==> src/rtl/gray_counter_decoder.sv <==
// ---------------------------------------------------------------------------
// gray_counter_decoder
//
// Purpose:
//   Receive-side monitor for a gray-coded up-counter in the same clock
//   domain. Each valid sample is converted to binary and compared with the
//   last accepted value. A +1 step is counted into a wider binary total.
//   Any other change raises a sticky error and resynchronises tracking.
//
// Ports:
//   clk_i     in   1          clock; all state updates on the rising edge
//   reset_i   in   1          synchronous active-high reset
//   valid_i   in   1          gray_i holds a sample to consume this cycle
//   gray_i    in   WIDTH      gray-coded count sample
//   clear_i   in   1          clears total_o/error_o and re-arms tracking
//   bin_o     out  WIDTH      binary value of the last accepted sample
//   step_o    out  1          one-cycle pulse: last sample was a legal +1 step
//   wrap_o    out  1          one-cycle pulse: that step went all-ones -> 0
//   total_o   out  ACC_WIDTH  legal steps since reset/clear, modulo 2^ACC_WIDTH
//   error_o   out  1          sticky: an illegal transition has been seen
//   locked_o  out  1          high while tracking (TRACK state)
// ---------------------------------------------------------------------------
module gray_counter_decoder #(
   parameter int WIDTH     = 3,
   parameter int ACC_WIDTH = 8
) (
   input  logic                 clk_i,
   input  logic                 reset_i,
   input  logic                 valid_i,
   input  logic [WIDTH-1:0]     gray_i,
   input  logic                 clear_i,
   output logic [WIDTH-1:0]     bin_o,
   output logic                 step_o,
   output logic                 wrap_o,
   output logic [ACC_WIDTH-1:0] total_o,
   output logic                 error_o,
   output logic                 locked_o
);

   typedef enum logic {
      IDLE  = 1'b0,
      TRACK = 1'b1
   } state_t;

   state_t               state_q, state_d;
   logic [WIDTH-1:0]     bin_q, bin_d;
   logic                 step_q, step_d;
   logic                 wrap_q, wrap_d;
   logic [ACC_WIDTH-1:0] total_q, total_d;
   logic                 error_q, error_d;

   logic [WIDTH-1:0]     sample_bin;
   logic [WIDTH-1:0]     delta;

   // Gray to binary: each binary bit is the XOR of all gray bits at or above it.
   always_comb begin
      sample_bin[WIDTH-1] = gray_i[WIDTH-1];
      for (int i = WIDTH - 2; i >= 0; i--) begin
         sample_bin[i] = sample_bin[i+1] ^ gray_i[i];
      end
   end

   // Modulo-2^WIDTH distance from the last accepted value; the subtraction
   // wraps naturally at WIDTH bits, so 0 -> all-ones reads as a backward step.
   assign delta = sample_bin - bin_q;

   always_comb begin
      // NOTE: every variable gets its hold/idle value first, so no path through
      // the branches below can leave one unassigned and infer a latch.
      state_d = state_q;
      bin_d   = bin_q;
      step_d  = 1'b0;
      wrap_d  = 1'b0;
      total_d = total_q;
      error_d = error_q;

      if (clear_i) begin
         // Clear restarts tracking; a sample in the same cycle is a first sample.
         total_d = '0;
         error_d = 1'b0;
         if (valid_i) begin
            bin_d   = sample_bin;
            state_d = TRACK;
         end else begin
            state_d = IDLE;
         end
      end else begin
         unique case (state_q)
            IDLE: begin
               if (valid_i) begin
                  bin_d   = sample_bin;
                  state_d = TRACK;
               end
            end
            TRACK: begin
               if (valid_i) begin
                  if (delta == WIDTH'(1)) begin
                     step_d  = 1'b1;
                     wrap_d  = (bin_q == '1);
                     total_d = total_q + ACC_WIDTH'(1);
                     bin_d   = sample_bin;
                  end else if (delta != '0) begin
                     // Illegal jump: flag it and resync to the new value.
                     error_d = 1'b1;
                     bin_d   = sample_bin;
                  end
               end
            end
            default: state_d = IDLE;
         endcase
      end
   end

   always_ff @(posedge clk_i) begin
      // NOTE: state registers use non-blocking assignments so every register
      // samples the pre-edge values, independent of statement order.
      if (reset_i) begin
         state_q <= IDLE;
         bin_q   <= '0;
         step_q  <= 1'b0;
         wrap_q  <= 1'b0;
         total_q <= '0;
         error_q <= 1'b0;
      end else begin
         state_q <= state_d;
         bin_q   <= bin_d;
         step_q  <= step_d;
         wrap_q  <= wrap_d;
         total_q <= total_d;
         error_q <= error_d;
      end
   end

   assign bin_o    = bin_q;
   assign step_o   = step_q;
   assign wrap_o   = wrap_q;
   assign total_o  = total_q;
   assign error_o  = error_q;
   assign locked_o = (state_q == TRACK);

endmodule

==> config.mk <==
export PLATFORM = sky130hd
export DESIGN_NAME = gray_counter_decoder
export DESIGN_NICKNAME = d
export VERILOG_FILES = /design/src/rtl/gray_counter_decoder.sv
export SDC_FILE = /design/constraint.sdc
export NUM_CORES = 1
export LEC_CHECK = 0
export CAP_MARGIN = 20
export CORE_MARGIN = 2
export CORE_UTILIZATION = 39
export DETAILED_ROUTE_END_ITERATION = 8
export PLACE_DENSITY = 0.72
export SETUP_SLACK_MARGIN = 0.3
export SYNTH_ARGS = -nofsm -noshare
export SYNTH_HDL_FRONTEND = slang
export SYNTH_SLANG_ARGS = --single-unit
==> constraint.sdc <==
create_clock -name clk_i -period 2.8 [get_ports clk_i]
set_input_delay 0.56 -clock clk_i [delete_from_list [all_inputs] [get_ports clk_i]]
set_output_delay 0.56 -clock clk_i [all_outputs]
set_load 0.03 [all_outputs]
==> flow_summary.json, run 1 <==
{
  "final_nets": 118,
  "syn_nets": 83,
  "maxSlewHeadroom_pct": 77.8,
  "clkTransAtPathRegs_ps": 100,
  "initial_utilization_pct": 41.1,
  "cp-end-kind": "register",
  "setup_viol": 0,
  "final.setup.tns_ps": 0,
  "synth_area_per_cell_um2": 9.62,
  "fp-row-count": 15,
  "syn_inst": 73,
  "hold_violations": 0,
  "synth_seq_cells": 15,
  "initialDrtViolationCount": 3,
  "start_kind": "input port",
  "min_path_cells": 2,
  "final_layout_size_suffix_gt1_share_pct": 29.0,
  "rsz0062_at_grt": "true",
  "die_h_um": 46.4,
  "num_vias": 665,
  "gp_congestion": 0.731,
  "min_to": "error_o",
  "cts_tree": "built",
  "routed_via_density": 5.04,
  "setup_slack_ps": 241,
  "min-delay-start": "error_o",
  "status": "finished, final reports clean",
  "clock_path_buffers": 2,
  "grt_pass1_vias": 587,
  "drc_errors": 0,
  "yosysSeqAreaShare_pct": 42.8,
  "grt_max_degree": 11,
  "insertion_delay_ps": 280,
  "critPathKind": "input port to register",
  "clock-root-buffer": "clkbuf_4",
  "fin_crit_ps": 2560,
  "synth_cell_types": 26,
  "core_um2": 1710,
  "placed_cells": 127,
  "routedWlPerCell_um": 12.4,
  "fin_cells": 132,
  "ff2ff_path_depth": 7,
  "hold_path_class": "register to register",
  "drtPass1Iterations": 4,
  "cts_buffers": 3,
  "grtUsageTotal_pct": 17.0,
  "hold_ws_ps": 456,
  "fin_skew_ps": 5.63,
  "die_area_um2": 2160,
  "clock-sinks": 15,
  "dpl-instance-area_um2": 1030,
  "tightest_slew_ps": 330,
  "drv_slew": 0,
  "powerDensity_nw_per_um2": 411,
  "io_pins": 22,
  "fin_total_pwr_uw": 456,
  "grt_overflow_total": 0,
  "fmax_ghz": 0.391,
  "cts_hold_buf": 0,
  "timing.rr.start": "bin_o[0]",
  "final_util_pct": 65.0,
  "syn_area_um2": 702,
  "maxCapViolations": 0,
  "area_delta_synth_final_pct": 58.1,
  "antenna_cells": 0,
  "pre_cts_slack_ps": -589,
  "cts-htree-levels": 1,
  "portBuffers": 21,
  "period_share_pct": 91.4,
  "max-vdd-ir-drop_v": 0.000278,
  "hpwl_um": 1230,
  "wirelength_um": 1640,
  "leakagePower_nw": 0.402,
  "cp_max_fo": 7,
  "ant_nets": 0,
  "crit_required_ps": 3020,
  "reg2reg_to": "total_o[6]",
  "grt_first_pass_wirelength_um": 2610,
  "yosysWarnings": 0,
  "fin_area_um2": 1110,
  "arrival_ps": 2780,
  "die-width_um": 46.4,
  "antenna_found_initial": 0,
  "rrSetupSlack_ps": 540
}
cell usage in the layout, fill, tap and decap left out, drive strengths merged, types with 3 or more instances in the layout:
| cell type | n |
|---|---|
| o31ai | 4 |
| inv | 6 |
| nand3 | 4 |
| xnor2 | 3 |
| or4 | 3 |
| nor2 | 8 |
| clkbuf | 3 |
| dfxtp | 15 |
| a21oi | 6 |
| buf | 12 |
| clkdlybuf4s50 | 18 |
state kept, by name, indices dropped and copies added (netlist names):
name	flops
wrap_o	1
error_o	1
bin_o	3
step_o	1
locked_o	1
total_o	8
layout make-up:
class	instances	area, µm²
well taps	25	31.3
repair buffers	31	292
fillers	142	598
multi-input cells	51	437
clock inverters	1	5.00
inverters	6	22.5
clock buffers	3	22.5
flip-flops and latches	15	300
synthesized netlist by cell type, drive strengths merged:
library cell   n  share of area [%]
xnor3          1                3.4
xnor2          3                3.7
fa             1                2.9
o31ai          4                4.3
inv            6                3.2
nor3           1               0.71
buf            1                1.6
a211oi         1                1.1
or4            3                3.2
nor4           2                1.8
nand3          4                2.9
nand2          2                1.1
or3            2                2.7
o211ai         1                1.1
dfxtp         15                 43
mux2i          2                2.9
nand4          1               0.89
nand3b         2                2.1
o21ai          1               0.71
a21oi          6                4.3
ha             2                3.6
nor2           8                4.3
xor2           2                2.5
a31o           1                1.2
and4           1                1.2
repair_timing:
| action | in CTS | in global routing |
|---|---|---|
| buffers inserted | 1 | 0 |
| gates resized for setup | 19 | 6 |
| pin swaps | 7 | 2 |
| endpoints found under the setup margin | 13 | 7 |
worst max-delay path by stage:
stage | from | to | depth (start not counted)
floorplan | gray_i[2] | total_o[7] | 10
global placement | gray_i[2] | total_o[6] | 10
detailed placement | gray_i[2] | total_o[7] | 10
CTS | gray_i[1] | total_o[6] | 10
global route | gray_i[1] | total_o[6] | 10
finish | gray_i[1] | total_o[6] | 10
critical path, stage by stage:
cell and delay, ps:
buf_8 100, xor2_4 180, xnor2_2 150, ha_2 190, inv_2 30, fa_2 320
xnor3_2 240, or3_4 380, or4_1 500, a21oi_2 130
cells by family (layout without fill, tap and decap cells):
logic type               Yosys count  count (layout)  share of synthesized area [%]
AND/OR/NAND/NOR                   26              26                           20.9
adder cells (fa/ha/maj)            3               3                           6.42
flip-flops                        15              15                           42.8
AO/OA/AOI/OAI                     14              14                           12.7
multiplexers                       2               2                           2.85
XOR/XNOR                           6               6                           9.63
buffers and inverters              7              41                           4.81
metal layers:
metal  vias up  track usage (%)  share of wire, %  wire length (µm)
met5         -                0                 0                 0
met1       321             21.5                46               745
met3         2             4.31               2.7                44
li1        332                -                 -                 -
met4         0             6.29               1.0                17
met2        10             27.8                51               830
power breakdown:
group | internal [mW] | switching [mW]
clock network | 0.0529 | 0.0713
registers | 0.219 | 0.00529
logic | 0.0570 | 0.0506
total | 0.329 | 0.127
No activity file was read; power rests on OpenSTA's default activity.
==> run 2, diff against run 1 <==
Settings changed: PLACE_DENSITY 0.72 to 0.71.
==> flow_summary.json, run 2 (synthesis gave the netlist of run 1 again) <==
{
  "crit_start": "gray_i[1]",
  "start_kind": "input port",
  "die_area_um2": 2160,
  "fillers": 138,
  "ant_nets": 0,
  "cts-htree-levels": 1,
  "num_vias": 667,
  "met3_usage_pct": 7.06,
  "hold_path_class": "register to register",
  "grt_first_pass_wirelength_um": 2220,
  "final_layout_size_suffix_gt1_share_pct": 25.7,
  "maxCapViolations": 0,
  "tightest_slew_ps": 325,
  "drv_slew": 0,
  "fin_cells": 134,
  "final_util_pct": 64.4,
  "met1_usage_pct": 19.4,
  "final_nets": 120,
  "gp_congestion": 0.700,
  "grt_pass1_vias": 537,
  "setup_slack_ps": 191,
  "path_delay_family": "simple AND/OR/NAND/NOR gates",
  "die-width_um": 46.4,
  "critPathKind": "input port to register",
  "fp-row-count": 15,
  "status": "finished, final reports clean",
  "leakagePower_nw": 0.406,
  "final_common_cell": "clkdlybuf4s50_1",
  "powerDensity_nw_per_um2": 418,
  "die_h_um": 46.4,
  "p_comb_share_pct": 25.5,
  "final.setup.tns_ps": 0,
  "cts_tree": "built",
  "path_buf_inv": 2,
  "setup_viol": 0,
  "pre_cts_slack_ps": -563,
  "arrival_ps": 2820,
  "max_stage_delay_ps": 470,
  "hpwl_um": 1100,
  "cts_hold_buf": 0,
  "core_um2": 1710,
  "rrSetupSlack_ps": 530,
  "busiest_layer": "met2",
  "antenna_cells": 0,
  "cts_buffers": 3,
  "period_share_pct": 93.2,
  "fin_crit_ps": 2610,
  "antenna_found_initial": 0,
  "cp-end-kind": "register",
  "switchingPower_uw": 121,
  "clock-sinks": 15,
  "wirelength_um": 1460,
  "clock_path_buffers": 2,
  "pwr-share-seq_pct": 48.6,
  "switching_share_pct": 26.3,
  "drc_errors": 0,
  "placed_cells": 126,
  "crit_chain": "buf_8 > xor2_4 > xnor2_2 > ha_2 > inv_2 > fa_2 > xnor3_2 > or3_4 > or4_1 > a21oi_1",
  "grtUsageTotal_pct": 15.1,
  "fmax_ghz": 0.383,
  "routedWlPerCell_um": 10.9,
  "fin_skew_ps": 0.931,
  "clock-root-buffer": "clkbuf_4",
  "clkPwrFrac_pct": 25.9,
  "portBuffers": 21,
  "insertion_delay_ps": 280,
  "crit_path_top_delay_cell": "or4_1",
  "io_pins": 22,
  "hold_violations": 0,
  "cp_max_fo": 7,
  "timing.rr.start": "bin_o[0]",
  "crit_required_ps": 3010,
  "grt_util_met2_pct": 22.2,
  "mostFrequentLayoutCells": "clkdlybuf4s50_1 (18), dfxtp_1 (15), buf_4 (11), nor2_1 (8), a21oi_1 (6)",
  "largest_register_ffs": 8,
  "max-vdd-ir-drop_v": 0.000395,
  "initial_utilization_pct": 41.1,
  "min-delay-start": "error_o",
  "intPower_uw": 339,
  "clkTransAtPathRegs_ps": 80,
  "grt_overflow_total": 0,
  "maxSlewHeadroom_pct": 78.3,
  "grt_max_degree": 11,
  "area_delta_synth_final_pct": 56.7,
  "initialDrtViolationCount": 10,
  "rsz0062_at_grt": "true",
  "routed_via_density": 4.98,
  "drtPass1Iterations": 4
}
-- run 2: repair_timing --
item                                    CTS  global route
buffers inserted                          1             3
endpoints found under the setup margin   13             8
pin swaps                                10             5
gates resized for setup                  16             3
-- run 2: per-layer routing --
layer,vias up,share of wire (%),wire length [µm]
met5,-,0,0
met3,5,4.3,63
met1,313,46,670
met2,11,48,709
li1,338,-,-
met4,0,1.4,21
-- run 2: power groups by stage --
stage | registers [mW] | clock network [mW] | logic, mW
after floorplan | 0.238 | 0 | 0.0443
after global placement | 0.229 | 0 | 0.0981
after detailed placement | 0.229 | 0 | 0.0977
after CTS | 0.224 | 0.123 | 0.103
after global routing | 0.224 | 0.133 | 0.128
final | 0.224 | 0.119 | 0.117
-- run 2: worst reg2reg max path: stages (launching register included) --
cell and delay [ps]:
dfxtp_1 400, ha_2 200, inv_2 40, fa_2 350
xnor3_2 230, or3_4 370, or4_1 480, a21oi_1 130
-- run 2: metrics by stage --
stage,total power [mW],hold WS (ps),area [µm²]
after floorplan,0.282,571,733
after global placement,0.327,437,1020
after detailed placement,0.326,447,1020
after CTS,0.449,464,1060
after global routing,0.485,487,1100
final,0.460,453,1100
-- run 2: cell type report --
class / count / area [µm²] / area share, %
clock buffers: 4 / 26.3 / 2.39
inverters: 6 / 22.5 / 2.05
multi-input cells: 51 / 409 / 37.2
flip-flops and latches: 15 / 300 / 27.3
well taps: 25 / 31.3 / 2.84
repair buffers: 33 / 310 / 28.2
-- run 2: path summary, 6_finish.rpt --
path / endpoint / cells after the start
worst max-delay path: total_o[7] / 10
worst max register to register: total_o[7] / 7
worst min-delay path: error_o / 2
worst min register to register: error_o / 2
==> run 3, diff against run 2 <==
Settings changed: PLACE_DENSITY 0.71 to 0.72.
==> results of run 3 <==
The final DEF is identical to that of run 1; final timing and power are the same.
